`src/rtl/program_out_monitor_pkg.sv`:
```
// Shared types and defaults for the CPU result-bus monitor.
// State encoding, default sizes and the FIFO entry width.
package program_out_monitor_pkg;

  typedef enum logic [1:0] {
    PMON_IDLE  = 2'd0,
    PMON_PRIME = 2'd1,
    PMON_RUN   = 2'd2
  } pmon_state_e;

  localparam int PMON_DATA_W = 16;
  localparam int PMON_DEPTH  = 8;
  localparam int PMON_SEQ_W  = 8;

  function automatic int entry_w(input int data_w, input int seq_w);
    return 2 * data_w + seq_w;
  endfunction

endpackage

```
`src/rtl/program_out_monitor_if.sv`:
```
// Valid/ready drain port of the monitor FIFO head.
// The monitor drives the master side; the consumer drives ready.
interface program_out_monitor_if
  import program_out_monitor_pkg::*;
#(
  parameter int DATA_W = PMON_DATA_W,
  parameter int SEQ_W  = PMON_SEQ_W
);

  logic                out_valid;
  logic                out_ready;
  logic [2*DATA_W-1:0] out_data;
  logic [SEQ_W-1:0]    out_seq;

  modport master (
    output out_valid,
    output out_data,
    output out_seq,
    input  out_ready
  );

  modport slave (
    input  out_valid,
    input  out_data,
    input  out_seq,
    output out_ready
  );

endinterface

```
`src/rtl/program_out_monitor_sync_fwft_fifo.sv`:
```
// First-word-fall-through FIFO with extra-MSB pointers.
// A push into a full FIFO is taken when a pop frees the slot that cycle.
module sync_fwft_fifo #(
  parameter int WIDTH = 40,
  parameter int DEPTH = 8
) (
  input  logic                     clock,
  input  logic                     reset,
  input  logic                     push,
  input  logic                     pop,
  input  logic [WIDTH-1:0]         din,
  output logic                     full,
  output logic                     empty,
  output logic [WIDTH-1:0]         dout,
  output logic [$clog2(DEPTH):0]   level
);

  localparam int AW = $clog2(DEPTH);

  logic [AW:0]      wr_ptr;
  logic [AW:0]      rd_ptr;
  logic [WIDTH-1:0] mem [DEPTH];
  logic [WIDTH-1:0] hold_q;
  logic             pop_ok;
  logic             push_ok;

  assign empty = (wr_ptr == rd_ptr);
  assign full  = (wr_ptr[AW] != rd_ptr[AW]) &&
                 (wr_ptr[AW-1:0] == rd_ptr[AW-1:0]);
  assign level = wr_ptr - rd_ptr;

  assign pop_ok  = pop && !empty;
  assign push_ok = push && (!full || pop_ok);

  // When empty the head shows the last entry that left.
  assign dout = empty ? hold_q : mem[rd_ptr[AW-1:0]];

  always_ff @(posedge clock or negedge reset) begin
    if (!reset) begin
      wr_ptr <= '0;
      rd_ptr <= '0;
      hold_q <= '0;
    end else begin
      if (push_ok) wr_ptr <= wr_ptr + 1'b1;
      if (pop_ok) begin
        rd_ptr <= rd_ptr + 1'b1;
        hold_q <= mem[rd_ptr[AW-1:0]];
      end
    end
  end

  always_ff @(posedge clock) begin
    if (push_ok) mem[wr_ptr[AW-1:0]] <= din;
  end

endmodule

```
`src/rtl/program_out_monitor.sv`:
```
// Captures every change of the CPU result pair with a sequence tag
// and queues it for a valid/ready consumer; drops are counted.
module program_out_monitor
  import program_out_monitor_pkg::*;
#(
  parameter int DATA_W = PMON_DATA_W,
  parameter int DEPTH  = PMON_DEPTH,
  parameter int SEQ_W  = PMON_SEQ_W
) (
  input  logic                   clock,
  input  logic                   reset,
  input  logic                   enable,
  input  logic [DATA_W-1:0]      program_out,
  input  logic [DATA_W-1:0]      program_out2,
  program_out_monitor_if.master  out_bus,
  output logic [$clog2(DEPTH):0] level,
  output logic [SEQ_W-1:0]       overflow_count
);

  localparam int EW = entry_w(DATA_W, SEQ_W);

  pmon_state_e         state_q;
  pmon_state_e         state_d;
  logic                capture;
  logic [2*DATA_W-1:0] cur;
  logic [2*DATA_W-1:0] last_q;
  logic [SEQ_W-1:0]    seq_q;
  logic [SEQ_W-1:0]    ovf_q;
  logic                full;
  logic                empty;
  logic                pop;
  logic [EW-1:0]       head;

  assign cur = {program_out2, program_out};
  assign pop = out_bus.out_valid && out_bus.out_ready;

  always_ff @(posedge clock or negedge reset) begin
    if (!reset) state_q <= PMON_IDLE;
    else        state_q <= state_d;
  end

  always_comb begin
    state_d = state_q;
    capture = 1'b0;
    unique case (state_q)
      PMON_IDLE: begin
        if (enable) state_d = PMON_PRIME;
      end
      PMON_PRIME: begin
        capture = 1'b1;
        state_d = PMON_RUN;
      end
      PMON_RUN: begin
        if (!enable) state_d = PMON_IDLE;
        else         capture = (cur != last_q);
      end
      default: state_d = PMON_IDLE;
    endcase
  end

  always_ff @(posedge clock or negedge reset) begin
    if (!reset) begin
      last_q <= '0;
      seq_q  <= '0;
      ovf_q  <= '0;
    end else if (capture) begin
      last_q <= cur;
      seq_q  <= seq_q + 1'b1;
      if (full && !pop && ovf_q != '1) ovf_q <= ovf_q + 1'b1;
    end
  end

  sync_fwft_fifo #(
    .WIDTH (EW),
    .DEPTH (DEPTH)
  ) u_fifo (
    .clock (clock),
    .reset (reset),
    .push  (capture),
    .pop   (pop),
    .din   ({cur, seq_q}),
    .full  (full),
    .empty (empty),
    .dout  (head),
    .level (level)
  );

  assign out_bus.out_valid = !empty;
  assign out_bus.out_data  = head[EW-1:SEQ_W];
  assign out_bus.out_seq   = head[SEQ_W-1:0];
  assign overflow_count    = ovf_q;

endmodule

```
`src/flat_wrapper.sv`:
```
// flat-port wrapper written by rule: the top's interface ports become plain ports
module program_out_monitor_flat import program_out_monitor_pkg::*;
#(
  parameter int DATA_W = PMON_DATA_W,
  parameter int DEPTH  = PMON_DEPTH,
  parameter int SEQ_W  = PMON_SEQ_W
)
  (clock, reset, enable, program_out, program_out2, level, overflow_count, out_bus_out_valid, out_bus_out_data, out_bus_out_seq, out_bus_out_ready);
  program_out_monitor_if #(.DATA_W(DATA_W), .SEQ_W(SEQ_W)) out_bus_i ();
  input  logic clock;
  input  logic reset;
  input  logic enable;
  input  logic [DATA_W-1:0] program_out;
  input  logic [DATA_W-1:0] program_out2;
  output logic [$clog2(DEPTH):0] level;
  output logic [SEQ_W-1:0] overflow_count;
  output wire logic [$bits(out_bus_i.out_valid)-1:0] out_bus_out_valid;
  output wire logic [$bits(out_bus_i.out_data)-1:0] out_bus_out_data;
  output wire logic [$bits(out_bus_i.out_seq)-1:0] out_bus_out_seq;
  input wire logic [$bits(out_bus_i.out_ready)-1:0] out_bus_out_ready;
  assign out_bus_out_valid = out_bus_i.out_valid;
  assign out_bus_out_data = out_bus_i.out_data;
  assign out_bus_out_seq = out_bus_i.out_seq;
  assign out_bus_i.out_ready = out_bus_out_ready;
  program_out_monitor #(.DATA_W(DATA_W), .DEPTH(DEPTH), .SEQ_W(SEQ_W)) u_core (.clock(clock), .reset(reset), .enable(enable), .program_out(program_out), .program_out2(program_out2), .out_bus(out_bus_i), .level(level), .overflow_count(overflow_count));
endmodule
```
`config.mk`:
```
export PLATFORM = sky130hd
export DESIGN_NAME = program_out_monitor_flat
export DESIGN_NICKNAME = d
export VERILOG_FILES = /design/src/rtl/program_out_monitor_pkg.sv /design/src/rtl/program_out_monitor_if.sv /design/src/rtl/program_out_monitor_sync_fwft_fifo.sv /design/src/rtl/program_out_monitor.sv /design/src/flat_wrapper.sv
export SDC_FILE = /design/constraint.sdc
export NUM_CORES = 1
export LEC_CHECK = 0
export BUFFER_PORTS_ARGS = -buffer_cell sky130_fd_sc_hd__buf_2
export CAP_MARGIN = 40
export CORE_UTILIZATION = 50
export DETAILED_ROUTE_END_ITERATION = 7
export GPL_TIMING_DRIVEN = 0
export PLACE_DENSITY = 0.67
export SYNTH_ARGS = -nofsm -noshare
export SYNTH_HDL_FRONTEND = slang
export SYNTH_SLANG_ARGS = --single-unit
```
`constraint.sdc`:
```
create_clock -name clock -period 8.2 [get_ports clock]
set_input_delay 0.41 -clock clock [delete_from_list [all_inputs] [get_ports clock]]
set_output_delay 0.41 -clock clock [all_outputs]
set_load 0.02 [all_outputs]
```
After elaboration in Yosys (flattened, before gate mapping)

Memories as Yosys holds them, arrays and structs flattened.
Index checks and enable logic that the tools add are counted.

Output and inout bits: 53
Memories kept: 1
Memory bits (writable): 320
Register bits after elaboration: 98
Bits of input ports: 36

Memories:

| memory            | depth | width | read ports | clocked after memory_dff | write ports | RTL line                                 | RTL |
|---|---|---|---|---|---|---|---|
| u_core.u_fifo.mem | 8     | 40    | 1          | 0                        | 1           | program_out_monitor_sync_fwft_fifo.sv:22 | `logic [WIDTH-1:0] mem [DEPTH];` |

Multiplexer cells: 8
Equal/unequal tests: 9
Reductions and logical operators: 13
$add $sub $neg: 5

Operators with widths:

| kind                  | number |
|---|---|
| $mux W40              | 1 |
| $ne A32 B32 Y1        | 1 |
| $add A8 B1 Y8 const B | 2 |
| $add A4 B1 Y4 const B | 2 |
| $ne A8 B8 Y1 const B  | 1 |
| $logic_and A1 B1 Y1   | 6 |
| $pmux W2 S3           | 1 |
| $eq A4 B4 Y1          | 1 |
| $mux W2               | 2 |
| $ne A2 B2 Y1 const B  | 2 |
| $reduce_and A2 Y1     | 2 |
| $sub A4 B4 Y4         | 1 |
| $eq A3 B3 Y1          | 1 |
| $logic_not A1 Y1      | 3 |
| $mux W1               | 3 |
| $eq A2 B1 Y1 const B  | 1 |
| $eq A2 B2 Y1 const B  | 1 |
| $logic_not A2 Y1      | 1 |
| $pmux W1 S2           | 1 |
| $logic_or A1 B1 Y1    | 1 |
| $ne A1 B1 Y1          | 1 |

Depth between registers and ports, before layout

Gate-level depths: netlist of run 1.

Depth in word-level cells: 8
Mapped depth: 10
Gate-level depth less buffers: 8

Cells and area by module

From an unflattened synthesis of run 1, not the netlist that was laid out.

Cells, all modules: 1,070
Area total of the unflattened synthesis: 17,215.3 um^2

Modules (own cells, without submodules):

| module              | instances | area each (um^2) | seq. area each (um^2) | cells each |
|---|---|---|---|---|
| sync_fwft_fifo      | 1         | 14,570.2         | 10,810.4              | 874 |
| program_out_monitor | 1         | 2,645.0          | 1,251.2               | 196 |

Worst setup path after synthesis of run 1

Ideal clock, no wire load.

Path kind: reg-to-reg
From: register u_core.u_fifo.rd_ptr[1]
To: memory u_core.u_fifo.mem[0][0], enable pin
Arrival: 5.916 ns
Slack: 1.733 ns
Setup time: 0.551 ns
Clock period less this slack: 6.467 ns
Stages on the path, launching flop included: 9
Cell sequence: dfrtp_1 > clkbuf_1 > clkbuf_1 > inv_1 > ha_1 > nand3_1 > or3_4 > and2_1 > nor4b_1

Word-level cells in the longest chain between the ends: 8

Ends and longest elaborated chain:

| item                              | RTL line                                                            | RTL |
|---|---|---|
| from (decl)                       | program_out_monitor_sync_fwft_fifo.sv:21                            | `logic [AW:0] rd_ptr;` |
| from (signal assigned)            | program_out_monitor_sync_fwft_fifo.sv:46                            | `rd_ptr <= rd_ptr + 1'b1;` |
| $eq A4 B4 Y1                      | program_out_monitor_sync_fwft_fifo.sv:27                            | `assign empty = (wr_ptr == rd_ptr);` |
| $logic_not A1 Y1                  | program_out_monitor_sync_fwft_fifo.sv:32, program_out_monitor.sv:88 |  |
| $logic_and A1 B1 Y1               | program_out_monitor.sv:35                                           | `assign pop = out_bus.out_valid && out_bus.out_ready;` |
| $logic_and A1 B1 Y1               | program_out_monitor_sync_fwft_fifo.sv:32                            | `assign pop_ok = pop && !empty;` |
| $logic_or A1 B1 Y1 (*)            | program_out_monitor_sync_fwft_fifo.sv:33                            | `assign push_ok = push && (!full \|\| pop_ok);` |
| $logic_and A1 B1 Y1 (*)           | program_out_monitor_sync_fwft_fifo.sv:33                            |  |
| $mux W1 (*)                       | program_out_monitor_sync_fwft_fifo.sv:53                            | `if (push_ok) mem[wr_ptr[AW-1:0]] <= din;` |
| $mux W1 (implied by the code) (*) | program_out_monitor_sync_fwft_fifo.sv:53                            |  |
| to (decl)                         | program_out_monitor_sync_fwft_fifo.sv:22                            |  |

Mark *: on every way between the ends. The rest lies on a longest branch, timed or not.

Final worst setup path of run 1

From: register u_core.u_fifo.rd_ptr[1]
To: output out_bus_out_data[22]

Word-level cells in the longest chain between the ends: 2

Ends and longest elaborated chain:

| item                                           | RTL line                                 | RTL |
|---|---|---|
| $mem_v2 Z8 W40 or $eq A4 B4 Y1 (tied branches) | -                                        |  |
| $mux W40 (*)                                   | program_out_monitor_sync_fwft_fifo.sv:36 | `assign dout = empty ? hold_q : mem[rd_ptr[AW-1:0]];` |
| to (decl)                                      | flat_wrapper.sv:18                       | `output wire logic [$bits(out_bus_i.out_data)-1:0] out_bus_out_data;` |

Marks and branches as above.

==> results of run 1 <==
==> metrics by stage <==
stage	area [um2]	power (uW)	hold WS [ns]	setup WS (ns)	setup TNS (ns)
after floorplan	16740	4848	0.1144	1.733	0
after global placement	17730	5743	0.4627	-3.723	-691.22
after detailed placement	18290	5852	0.2771	4.105	0
after CTS	19680	7755	0.1604	3.551	0
after global routing	19680	8078	0.1825	3.305	0
final	19690	7701	0.1780	3.587	0
==> synth_stat cells <==
library cell / n / area, um2
sky130_fd_sc_hd__edfxtp_1: 320 / 9609
sky130_fd_sc_hd__dfrtp_1: 98 / 2452
sky130_fd_sc_hd__mux4_2: 80 / 1802
sky130_fd_sc_hd__xnor2_1: 55 / 481.7
sky130_fd_sc_hd__nand2_1: 48 / 180.2
sky130_fd_sc_hd__o21ai_0: 43 / 215.2
sky130_fd_sc_hd__a21oi_1: 41 / 205.2
sky130_fd_sc_hd__mux2i_1: 41 / 410.4
sky130_fd_sc_hd__nor2_1: 40 / 150.1
sky130_fd_sc_hd__clkbuf_1: 29 / 108.9
sky130_fd_sc_hd__mux2_2: 20 / 225.2
sky130_fd_sc_hd__mux2_1: 15 / 168.9
sky130_fd_sc_hd__ha_1: 11 / 137.6
sky130_fd_sc_hd__buf_2: 10 / 50.05
sky130_fd_sc_hd__inv_1: 10 / 37.54
sky130_fd_sc_hd__nand4_1: 10 / 62.56
sky130_fd_sc_hd__and3_1: 9 / 56.30
sky130_fd_sc_hd__o211ai_1: 9 / 67.56
sky130_fd_sc_hd__o2111ai_1: 7 / 61.31
sky130_fd_sc_hd__buf_1: 6 / 22.52
sky130_fd_sc_hd__and2_1: 5 / 31.28
sky130_fd_sc_hd__buf_4: 4 / 30.03
sky130_fd_sc_hd__nor4_1: 3 / 18.77
sky130_fd_sc_hd__nor3_1: 2 / 10.01
sky130_fd_sc_hd__nor4_2: 2 / 25.02
sky130_fd_sc_hd__nor4b_1: 2 / 17.52
sky130_fd_sc_hd__a21o_1: 1 / 7.510
sky130_fd_sc_hd__a21oi_2: 1 / 8.760
sky130_fd_sc_hd__a31oi_4: 1 / 21.27
sky130_fd_sc_hd__and4_1: 1 / 8.760
sky130_fd_sc_hd__clkbuf_2: 1 / 5.000
sky130_fd_sc_hd__fa_1: 1 / 20.02
sky130_fd_sc_hd__inv_2: 1 / 3.750
sky130_fd_sc_hd__nand3_1: 1 / 5.000
sky130_fd_sc_hd__o21ai_2: 1 / 8.760
sky130_fd_sc_hd__or3_4: 1 / 11.26
==> logic make-up after synthesis <==
| family | after synthesis | synth area share (%) |
|---|---|---|
| AO/OA/AOI/OAI | 104 | 3.558 |
| XOR/XNOR | 55 | 2.878 |
| adder cells (fa/ha/maj) | 12 | 0.9419 |
| buffers and inverters | 61 | 1.540 |
| flip-flops | 418 | 72.06 |
| multiplexers | 156 | 15.57 |
| AND/OR/NAND/NOR | 124 | 3.446 |
==> cell type report <==
class / count / share of cell area (%)
Sequential cell: 418 / 61.27
Multi-Input combinational cell: 451 / 22.65
Clock buffer: 75 / 6.692
Timing Repair Buffer: 147 / 4.919
Tap cell: 442 / 2.809
Buffer: 50 / 1.100
Clock inverter: 5 / 0.3368
Inverter: 11 / 0.2097
Antenna cell: 1 / 0.01271
==> placed cells by master, fill, tap and decap left out, drive strengths merged, types with 40 or more instances in the layout <==
master / n
dfrtp: 98
nand2: 48
buf: 166
nor2: 40
clkbuf: 105
xnor2: 55
mux4: 80
o21ai: 44
mux2i: 41
a21oi: 42
edfxtp: 320
==> sequential cells by signal, summed over array words and instances, names as in the netlist <==
| register | count |
|---|---|
| u_core.u_fifo.wr_ptr | 4 |
| u_core.u_fifo.hold_q | 40 |
| u_core.state_q | 2 |
| u_core.last_q | 32 |
| u_core.u_fifo.rd_ptr | 4 |
| u_core.overflow_count | 8 |
| u_core.u_fifo.mem | 320 |
| u_core.seq_q | 8 |
==> path summary, 6_finish.rpt <==
| check | endpoint | slack, ns | cells after the start |
|---|---|---|---|
| max | out_bus_out_data[22] | 3.59 | 10 |
| min | u_core.u_fifo.mem[6][11] | 0.18 | 1 |
| max reg2reg | u_core.u_fifo.mem[6][19] | 4.20 | 12 |
| min reg2reg | u_core.u_fifo.hold_q[7] | 0.48 | 2 |
| max in group asynchronous | u_core.u_fifo.hold_q[25] | 7.21 | 3 |
| min in group asynchronous | u_core.overflow_count[6] | 0.29 | 2 |
==> report_power, final <==
group	switching [uW]	internal (uW)	total (uW)
registers	193	2700	2900
clock network	779	1120	1900
logic	1740	1170	2900
total	2710	4990	7700
==> per-layer routing <==
layer	wire length [um]	track usage (%)	vias to the layer above	share of wire, %
met2	18100	36.15	298	49
met5	10	0	-	0.027
met3	2251	3.736	66	6.0
met1	15990	32.80	4664	43
met4	902	6.777	2	2.4
li1	-	-	4010	-
==> results_tabular.tex, run 1 <==
\begin{tabular}{lr}
\hline
Metric & Value \\
\hline
\multicolumn{2}{l}{\textbf{Drt}} \\
\quad Mean routed wirelength per cell & between 20 and 25 um \\
\quad Total number of vias & 9040 \\
\quad Router iterations before antenna repair & 5 \\
\quad Detailed Route Iter0 Violations & 767 \\
\quad Post-route ant nets & 0 \\
\quad Drt total wl & 37.25 mm \\
\quad Via/cell ratio & 5.650 \\
\quad DR DRC count & 0 \\
\multicolumn{2}{l}{\textbf{Global route}} \\
\quad Initial antenna violation count & 2 \\
\quad Number of global-route vias before repair & 9119 \\
\quad Largest net degree at the start of global routing & 80 \\
\quad Total congestion overflow after global routing & 0 \\
\quad GR Util All Layers & 22.82\% \\
\quad Global-route wire length before repair & 56.57 mm \\
\multicolumn{2}{l}{\textbf{Clock tree}} \\
\quad Setup Buffers After CTS & 0 \\
\quad Sink count of the clock tree & 418 \\
\quad TritonCTS clock tree & built \\
\quad Maximum number of buffers from clock root to sink & 3 \\
\quad Worst-Skew Late Latency & 0.55 ns \\
\quad Clock-pin slew on the worst setup and hold paths & roughly 0.06 ns \\
\quad CTS Hold Bufs & 1 \\
\quad Resized cells post-CTS & 0 \\
\quad CTS buffer count & between 40 and 50 \\
\quad Clock tree root driver cell & sky130\_fd\_sc\_hd\_\_clkbuf\_16 \\
\quad CTS H-Tree Depth & 2 \\
\multicolumn{2}{l}{\textbf{Setup path}} \\
\quad Type of element capturing the critical path & output pin \\
\quad Critical path cell sequence & clkbuf\_1 > clkbuf\_1 > inv\_1 > ha\_1 > nand4\_1 > clkbuf\_1 > clkbuf\_1 > nor2\_1 > a21oi\_1 > buf\_2 \\
\quad Startpoint of the most critical register-to-register path & u\_core.u\_fifo.rd\_ptr[1] \\
\quad Slowest cell on the critical path & sky130\_fd\_sc\_hd\_\_clkbuf\_1 \\
\quad CP Launch Point & u\_core.u\_fifo.rd\_ptr[1] \\
\quad Worst Path Buf+Inv & 6 \\
\quad Critical Path Start Type & register \\
\quad Worst path max stage delay & 0.63 ns \\
\quad Data arrival time of the critical path & 4.20 ns \\
\quad Kind of cell adding the most delay to the critical path & buffers and inverters \\
\quad Most numerous cell on the critical path & sky130\_fd\_sc\_hd\_\_clkbuf\_1 \\
\quad Worst setup path category & register to output pin \\
\quad Req. time, crit path & 7.79 ns \\
\quad Maximum fanout along the worst path & 10 \\
\multicolumn{2}{l}{\textbf{Power}} \\
\quad Power Density & 391.2 nW/um2 \\
\quad Leakage Power & 0.007152 uW \\
\quad Worst voltage drop across the vdd grid & around 0.26 mV \\
\multicolumn{2}{l}{\textbf{STA}} \\
\quad Clock period minus final worst setup slack & 4.613 ns \\
\quad Achievable frequency & about 0.22 GHz \\
\quad Final clock period utilization by the worst path & 56.25\% \\
\quad Clk\_skew & 0.02417 ns \\
\quad Total count of hold-check failures in the final report & 0 \\
\quad Relative slew slack & 39.03\% \\
\quad Final count of pins violating max slew & 0 \\
\quad RSZ-0062 raised after global routing & no \\
\quad Final setup violation count & 0 \\
\quad Worst slew pin tran & 0.9146 ns \\
\multicolumn{2}{l}{\textbf{Die}} \\
\quad Die height & 185.0 um \\
\quad Count of boundary I/O pins & between 80 and 90 \\
\quad Initial standard-cell utilization of the core & about half \\
\quad Area inside the core boundary & $\sim$33000 um2 \\
\quad Die area & 34210 um2 \\
\quad Rows & 66 \\
\quad Horiz. Die Dim & 185.0 um \\
\multicolumn{2}{l}{\textbf{Synth}} \\
\quad Synthesized Nets & 978 \\
\quad Number of unique standard cell types used by synthesis & 36 \\
\quad Average cell area after synthesis & 18.00 um2 \\
\quad Sequential element share of the synthesized area & approximately 72\% \\
\quad Gate count after technology mapping & 930 \\
\quad Synthesis Warnings & 0 \\
\quad Area of the mapped netlist & 16740 um2 \\
\quad Number of storage elements in the synthesis netlist & 418 \\
\multicolumn{2}{l}{\textbf{Placement}} \\
\quad Cell count after placement & $\sim$1500 \\
\quad GPL Wtd Cong & 0.7313 \\
\quad Number of port buffers & 88 \\
\quad Post-detail-place hpwl & 24.98 mm \\
\multicolumn{2}{l}{\textbf{Layout}} \\
\quad Final Instance Count excl. Fillers & 1600 \\
\quad FF/Latch Area & 12060 um2 \\
\quad Final cell utilization of the core & 60.20\% \\
\quad Synthesis-to-finish area growth & 17.62\% \\
\quad Share of cells above drive strength 1 & 28.95\% \\
\quad Area of the multi-input gates & 4459 um2 \\
\quad Nets@finish & around 1200 \\
\quad Fill cells & 2484 \\
\multicolumn{2}{l}{\textbf{Hold path}} \\
\quad Startpoint of the lowest-slack hold path & program\_out[3] \\
\quad Class of the most critical hold timing path & primary input to register \\
\multicolumn{2}{l}{\textbf{Run}} \\
\quad Max-cap violations & 0 \\
\multicolumn{2}{l}{\textbf{Outcome}} \\
\quad Status & finished clean \\
\hline
\end{tabular}
No activity file was read; power rests on OpenSTA's default activity.
==> inputs of run 2 (changes only) <==
--- a/config.mk
+++ b/config.mk
@@ -10,7 +10,7 @@
 export CORE_UTILIZATION = 50
 export DETAILED_ROUTE_END_ITERATION = 7
 export GPL_TIMING_DRIVEN = 0
-export PLACE_DENSITY = 0.67
+export PLACE_DENSITY = 0.7
 export SYNTH_ARGS = -nofsm -noshare
 export SYNTH_HDL_FRONTEND = slang
 export SYNTH_SLANG_ARGS = --single-unit
==> constraint.sdc (replaced) <==
create_clock -name clock -period 4.1 [get_ports clock]
set_input_delay 0.205 -clock clock [delete_from_list [all_inputs] [get_ports clock]]
set_output_delay 0.205 -clock clock [all_outputs]
set_load 0.02 [all_outputs]
==> run 2 against run 1 <==
  * Combinational power grew 100%
  * Wire length is 1.7% lower
  * Cell area rose by 0.37%
  * Cell count shrank 0.63%
  * Clock power increased by 96%
  * Clock skew decreased by 0.0086 ns
  * Register-to-register slack got worse by 3.7 ns
  * Worst hold slack worse by 0.17 ns
  * Highest routed layer is now met4
  * Sequential cell count did not move
  * Setup slack worse by 3.4 ns
  * Count of clock-buffer cells in the layout decreased by 19
==> results_tabular.tex, run 2 (same netlist as run 1, synthesis figures left out) <==
\begin{tabular}{lr}
\hline
Metric & Value \\
\hline
\multicolumn{2}{l}{\textbf{Setup path}} \\
\quad R2r endpoint & u\_core.u\_fifo.mem[6][13] \\
\quad Critical Path Start Type & register \\
\quad Startpoint of the most critical register-to-register path & u\_core.u\_fifo.rd\_ptr[1] \\
\quad Flop2flop setup slack & 0.49 ns \\
\quad Data arrival time of the critical path & 3.70 ns \\
\quad Critical path cell sequence & clkbuf\_1 > clkbuf\_2 > inv\_1 > ha\_1 > nand4\_1 > clkbuf\_2 > clkbuf\_2 > nor2\_1 > a21oi\_1 > buf\_2 \\
\quad Most numerous cell on the critical path & sky130\_fd\_sc\_hd\_\_clkbuf\_2 \\
\quad Worst Reg-to-Reg Cells & 10 \\
\quad Slowest cell on the critical path & sky130\_fd\_sc\_hd\_\_clkbuf\_1 \\
\quad Maximum fanout along the worst path & 10 \\
\quad CP Launch Point & u\_core.u\_fifo.rd\_ptr[1] \\
\quad Worst path max stage delay & 0.47 ns \\
\quad Worst setup path category & register to output pin \\
\quad Type of element capturing the critical path & output pin \\
\quad Req. time, crit path & roughly 3.9 ns \\
\multicolumn{2}{l}{\textbf{Die}} \\
\quad Die height & $\sim$180 um \\
\quad Horiz. Die Dim & approximately 180 um \\
\quad Die area & 34210 um2 \\
\quad Rows & 66 \\
\quad Count of boundary I/O pins & 89 \\
\quad Area inside the core boundary & 32700 um2 \\
\quad Initial standard-cell utilization of the core & approximately half \\
\multicolumn{2}{l}{\textbf{Hold path}} \\
\quad Class of the most critical hold timing path & primary input to register \\
\quad Sink of the worst hold path & u\_core.u\_fifo.mem[3][24] \\
\quad Startpoint of the lowest-slack hold path & program\_out2[0] \\
\quad Cell depth of the worst min-delay path & 1 \\
\multicolumn{2}{l}{\textbf{Drt}} \\
\quad Mean routed wirelength per cell & roughly 23 um \\
\quad Total number of vias & 9033 \\
\quad Via/cell ratio & 5.681 \\
\quad DR DRC count & 0 \\
\quad Drt total wl & between 30 and 40 mm \\
\quad Detailed Route Iter0 Violations & 788 \\
\quad Post-route ant nets & 0 \\
\quad Router iterations before antenna repair & 5 \\
\multicolumn{2}{l}{\textbf{Clock tree}} \\
\quad Worst-Skew Late Latency & 0.54 ns \\
\quad CTS H-Tree Depth & 2 \\
\quad Sink count of the clock tree & 418 \\
\quad Clock tree root driver cell & sky130\_fd\_sc\_hd\_\_clkbuf\_16 \\
\quad Setup Buffers After CTS & 0 \\
\quad Clock-pin slew on the worst setup and hold paths & 0.06 ns \\
\quad TritonCTS clock tree & built \\
\quad CTS buffer count & 42 \\
\quad Maximum number of buffers from clock root to sink & 3 \\
\multicolumn{2}{l}{\textbf{Layout}} \\
\quad Fill cells & 2442 \\
\quad Share of cells above drive strength 1 & 27.55\% \\
\quad Most common cell after layout, fill and taps aside & sky130\_fd\_sc\_hd\_\_edfxtp\_1 \\
\quad Leading cell types in the layout, fill and taps excluded & sky130\_fd\_sc\_hd\_\_edfxtp\_1 (320), sky130\_fd\_sc\_hd\_\_dfrtp\_1 (98), sky130\_fd\_sc\_hd\_\_buf\_2 (97), sky130\_fd\_sc\_hd\_\_mux4\_2 (80), sky130\_fd\_sc\_hd\_\_xnor2\_1 (55) \\
\quad Final standard cell area without fillers & a little under 20000 um2 \\
\quad Final Instance Count excl. Fillers & 1590 \\
\quad Synthesis-to-finish area growth & 18.05\% \\
\quad Nets@finish & between 1000 and 1500 \\
\quad Number of flip-flops under the largest register name & 320 \\
\multicolumn{2}{l}{\textbf{Placement}} \\
\quad Cell area after placement & 18230 um2 \\
\quad Post-detail-place hpwl & around 24 mm \\
\quad Number of port buffers & 88 \\
\quad Cell count after placement & 1495 \\
\quad GPL Wtd Cong & 0.7662 \\
\multicolumn{2}{l}{\textbf{Outcome}} \\
\quad Status & finished clean \\
\multicolumn{2}{l}{\textbf{Global route}} \\
\quad Global-route wire length before repair & roughly 56 mm \\
\quad Largest net degree at the start of global routing & 59 \\
\quad GR Util All Layers & 22.40\% \\
\quad Total congestion overflow after global routing & 0 \\
\quad Number of global-route vias before repair & 9391 \\
\quad Initial antenna violation count & 1 \\
\multicolumn{2}{l}{\textbf{Power}} \\
\quad Overall power consumption & between 15000 and 20000 uW \\
\quad Leakage Power & approximately 0.0071 uW \\
\quad Worst voltage drop across the vdd grid & $\sim$0.75 mV \\
\quad Power Density & slightly below 800 nW/um2 \\
\multicolumn{2}{l}{\textbf{STA}} \\
\quad Final clock period utilization by the worst path & 95.18\% \\
\quad Achievable frequency & 0.2562 GHz \\
\quad Relative slew slack & roughly two fifths \\
\quad Worst slew pin tran & 0.8817 ns \\
\quad Setup TNS & 0 ns \\
\quad Clk\_skew & 0.01556 ns \\
\quad Final setup violation count & 0 \\
\quad RSZ-0062 raised after global routing & yes \\
\quad Clock period minus final worst setup slack & 3.903 ns \\
\quad Final count of pins violating max slew & 0 \\
\quad Total count of hold-check failures in the final report & 0 \\
\multicolumn{2}{l}{\textbf{Run}} \\
\quad Max-cap violations & 0 \\
\hline
\end{tabular}
run 2: final cells by class:
cell class                      count  area [um2]  area share (%)
Buffer                             50       224.0           1.133
Inverter                           11       41.29          0.2090
Clock inverter                     20       200.2           1.013
Timing Repair Buffer              141        1039           5.256
Sequential cell                   418       12060           61.04
Antenna cell                        1       2.502         0.01266
Clock buffer                       56        1135           5.743
Multi-Input combinational cell    451        4503           22.79
Tap cell                          442       553.0           2.799
run 2: worst max path at each step:
stage,endpoint,slack [ns],cells past startpoint
finish,out_bus_out_data[22],0.20,10
floorplan,u_core.u_fifo.mem[1][0],-0.95,9
detailed placement,out_bus_out_data[22],0.04,10
global route,out_bus_out_data[22],-0.02,10
CTS,out_bus_out_data[22],0.003,10
global placement,u_core.u_fifo.mem[1][17],-4.52,9
run 2: worst max-delay path, delay by kind of cell, from the launching register on:
| family | cells | cell delay [ns] |
|---|---|---|
| adder cells (fa/ha/maj) | 1 | 0.32 |
| buffers and inverters | 6 | 1.94 |
| AND/OR/NAND/NOR | 2 | 0.17 |
| AO/OA/AOI/OAI | 1 | 0.32 |
| flip-flops | 1 | 0.40 |
run 2: per-layer routing:
metal,vias to the layer above,GRT usage (%),wire length [um]
met5,-,0,0
met4,0,6.314,835
met3,53,3.598,1887
met2,258,36.83,18210
met1,4723,31.16,15680
li1,3999,-,-
run 2: per-stage QoR:
step / worst slack (ns) / hold WS (ns) / util (%)
after floorplan: -0.9540 / -0.09059 / -
after global placement: -4.518 / 0.4622 / 54.34
after detailed placement: 0.03813 / 0.2771 / 55.76
after CTS: 0.002756 / 0.0002332 / 60.40
after global routing: -0.02273 / 0.01183 / 60.42
final: 0.1975 / 0.005743 / 60.42
run 2: where the power goes:
part	switching [uW]	total [uW]	internal, uW
clock	1530	3730	2200
combinational	3460	5810	2340
sequential	394	5800	5410
total	5390	15300	9950
run 2: repair_timing:
action / 4_1_cts / 5_1_grt
hold buffers: 18 / 0
gates resized for setup: 2 / 9
pin swaps: 0 / 0
setup endpoints to repair: 41 / 25
endpoints found under the hold margin: 172 / 0
==> inputs of run 3 (changes only) <==
--- a/config.mk
+++ b/config.mk
@@ -7,10 +7,11 @@
 export LEC_CHECK = 0
 export BUFFER_PORTS_ARGS = -buffer_cell sky130_fd_sc_hd__buf_2
 export CAP_MARGIN = 40
-export CORE_UTILIZATION = 50
+export CORE_MARGIN = 4
+export CORE_UTILIZATION = 53
 export DETAILED_ROUTE_END_ITERATION = 7
 export GPL_TIMING_DRIVEN = 0
-export PLACE_DENSITY = 0.7
+export PLACE_DENSITY = 0.73
 export SYNTH_ARGS = -nofsm -noshare
 export SYNTH_HDL_FRONTEND = slang
 export SYNTH_SLANG_ARGS = --single-unit
==> run 3 against run 2 <==
  * Die area increased by 0.81%
  * Utilization grew 3.8 points
  * Largest power group unchanged
  * Global-route usage is essentially flat
  * Highest routed layer is now met5
  * Via count rose by 0.79%
==> results_tabular.tex, run 3 (same netlist as run 1, synthesis figures left out) <==
\begin{tabular}{lr}
\hline
Metric & Value \\
\hline
\multicolumn{2}{l}{\textbf{Setup path}} \\
\quad Worst Path Buf+Inv & 6 \\
\quad Maximum fanout along the worst path & 10 \\
\quad Worst setup path category & register to output pin \\
\quad Type of element capturing the critical path & output pin \\
\quad Slowest cell on the critical path & sky130\_fd\_sc\_hd\_\_clkbuf\_1 \\
\quad Worst path max stage delay & 0.51 ns \\
\quad Req. time, crit path & 3.89 ns \\
\quad Kind of cell adding the most delay to the critical path & buffers and inverters \\
\quad Critical path cell sequence & clkbuf\_1 > clkbuf\_2 > inv\_1 > ha\_1 > nand4\_1 > clkbuf\_2 > clkbuf\_1 > a21oi\_1 > buf\_2 \\
\quad Data arrival time of the critical path & 3.72 ns \\
\quad Critical Path Start Type & register \\
\multicolumn{2}{l}{\textbf{Die}} \\
\quad Area inside the core boundary & 30910 um2 \\
\quad Rows & 64 \\
\quad Die area & between 30000 and 40000 um2 \\
\quad Initial standard-cell utilization of the core & 54.15\% \\
\quad Die height & around 190 um \\
\quad Count of boundary I/O pins & 89 \\
\quad Horiz. Die Dim & 185.7 um \\
\multicolumn{2}{l}{\textbf{Power}} \\
\quad Worst voltage drop across the vdd grid & roughly 0.56 mV \\
\quad Power Density & 782.4 nW/um2 \\
\quad Leakage Power & 0.007174 uW \\
\quad Overall power consumption & 15530 uW \\
\multicolumn{2}{l}{\textbf{Layout}} \\
\quad Fill cells & about 2100 \\
\quad Number of flip-flops under the largest register name & 320 \\
\quad Final standard cell area without fillers & just under 20000 um2 \\
\quad Final Instance Count excl. Fillers & 1555 \\
\quad Antenna diode instance count & 0 \\
\quad Synthesis-to-finish area growth & 18.56\% \\
\quad Most common cell after layout, fill and taps aside & sky130\_fd\_sc\_hd\_\_edfxtp\_1 \\
\quad Nets@finish & 1172 \\
\quad Share of cells above drive strength 1 & 27.18\% \\
\quad Leading cell types in the layout, fill and taps excluded & sky130\_fd\_sc\_hd\_\_edfxtp\_1 (320), sky130\_fd\_sc\_hd\_\_dfrtp\_1 (98), sky130\_fd\_sc\_hd\_\_buf\_2 (97), sky130\_fd\_sc\_hd\_\_mux4\_2 (80), sky130\_fd\_sc\_hd\_\_xnor2\_1 (55) \\
\multicolumn{2}{l}{\textbf{Drt}} \\
\quad Via/cell ratio & 5.855 \\
\quad Total number of vias & 9104 \\
\quad Router iterations before antenna repair & 5 \\
\quad DR DRC count & 0 \\
\quad Detailed Route Iter0 Violations & roughly 900 \\
\quad Drt total wl & 37.20 mm \\
\quad Mean routed wirelength per cell & 23.92 um \\
\quad Post-route ant nets & 0 \\
\multicolumn{2}{l}{\textbf{Run}} \\
\quad Max-cap violations & 0 \\
\multicolumn{2}{l}{\textbf{STA}} \\
\quad Final count of pins violating max slew & 0 \\
\quad Relative slew slack & between 40\% and 50\% \\
\quad Final clock period utilization by the worst path & 95.63\% \\
\quad Final setup violation count & 0 \\
\quad Clk\_skew & between 0.015 and 0.02 ns \\
\quad Achievable frequency & 0.2551 GHz \\
\quad Clock period minus final worst setup slack & roughly 3.9 ns \\
\quad Worst Hold Margin & $\sim$0.012 ns \\
\quad RSZ-0062 raised after global routing & no \\
\quad Worst slew pin tran & 0.8794 ns \\
\quad Total count of hold-check failures in the final report & 0 \\
\multicolumn{2}{l}{\textbf{Clock tree}} \\
\quad Clock tree root driver cell & sky130\_fd\_sc\_hd\_\_clkbuf\_16 \\
\quad Clock-pin slew on the worst setup and hold paths & 0.06 ns \\
\quad Sink count of the clock tree & 418 \\
\quad CTS H-Tree Depth & 2 \\
\quad TritonCTS clock tree & built \\
\quad CTS buffer count & 43 \\
\quad Setup Buffers After CTS & 0 \\
\quad Maximum number of buffers from clock root to sink & 3 \\
\quad Worst-Skew Late Latency & between 0.5 and 0.6 ns \\
\multicolumn{2}{l}{\textbf{Global route}} \\
\quad Initial antenna violation count & 1 \\
\quad Total congestion overflow after global routing & 0 \\
\quad GR Util All Layers & 22.40\% \\
\quad Number of global-route vias before repair & around 9500 \\
\quad Largest net degree at the start of global routing & 53 \\
\quad Global-route wire length before repair & 57.94 mm \\
\multicolumn{2}{l}{\textbf{Placement}} \\
\quad Cell count after placement & approximately 1400 \\
\quad Cell area after placement & roughly 18000 um2 \\
\quad Post-detail-place hpwl & 24.66 mm \\
\quad Number of port buffers & 88 \\
\quad GPL Wtd Cong & about 0.8 \\
\multicolumn{2}{l}{\textbf{Outcome}} \\
\quad Status & finished clean \\
\multicolumn{2}{l}{\textbf{Hold path}} \\
\quad Class of the most critical hold timing path & primary input to register \\
\hline
\end{tabular}
run 3: changes by cell type in the layout (fill, tap and decap cells not counted), moves of 2 or more:
cell and delta:
sky130_fd_sc_hd__dlygate4sd3_1 +8, sky130_fd_sc_hd__clkbuf_1 +3, sky130_fd_sc_hd__buf_6 +2, sky130_fd_sc_hd__clkinv_1 +3, sky130_fd_sc_hd__clkinv_2 -4
run 3: final timing paths:
kind | from | end | slack, ns | depth (start not counted)
max in group asynchronous | reset | u_core.u_fifo.hold_q[21] | 3.07 | 3
min reg2reg | u_core.u_fifo.hold_q[16] | u_core.u_fifo.hold_q[16] | 0.48 | 2
max reg2reg | u_core.u_fifo.rd_ptr[1] | u_core.u_fifo.mem[4][26] | 0.37 | 11
min in group asynchronous | reset | u_core.overflow_count[1] | 0.30 | 2
max | u_core.u_fifo.rd_ptr[1] | out_bus_out_data[21] | 0.18 | 9
min | program_out[5] | u_core.u_fifo.mem[5][13] | 0.01 | 1
run 3: repair_timing:
action | in CTS | in global routing
gates resized for setup | 3 | 6
endpoints found under the setup margin | 41 | 12
pin swaps | 0 | 0
hold buffers | 26 | 0
endpoints found under the hold margin | 247 | 0
run 3: per-stage QoR:
stage	setup WS [ns]	util [%]	TNS, ns
global route	0.03826	64.20	0
floorplan	-0.9540	-	-129.12
CTS	0.02209	64.19	0
detailed placement	0.008241	58.80	0
global placement	-4.481	57.31	-924.33
finish	0.1792	64.20	0
run 3: per-layer routing:
metal	track usage, %	routed length (um)
met5	0	13
met4	5.071	727
met3	3.361	2002
met2	36.64	18450
met1	32.62	16010
run 3: worst register-to-register path, delay by kind of cell (launching register included):
kind          cells  cell delay [ns]
buf+inv           6             1.64
simple gates      4             1.04
flops             1             0.43
fa+ha+maj         1             0.33
run 3: power by group:
group | internal (uW) | leakage, uW | switching (uW)
Combinational | 2340 | 0.00242 | 3510
Sequential | 5410 | 0.00409 | 408
Clock | 2300 | 0.000669 | 1560
Total | 10100 | 0.00717 | 5480
run 3: cell type report:
type,count,area (um2),share of cell area (%)
well taps,396,495.5,2.497
clock inverters,22,246.5,1.242
flip-flops and latches,418,12060,60.78
repair buffers,149,1119,5.637
multi-input cells,451,4503,22.69
inverters,11,41.29,0.2081
plain buffers,50,224.0,1.129
clock buffers,58,1154,5.813
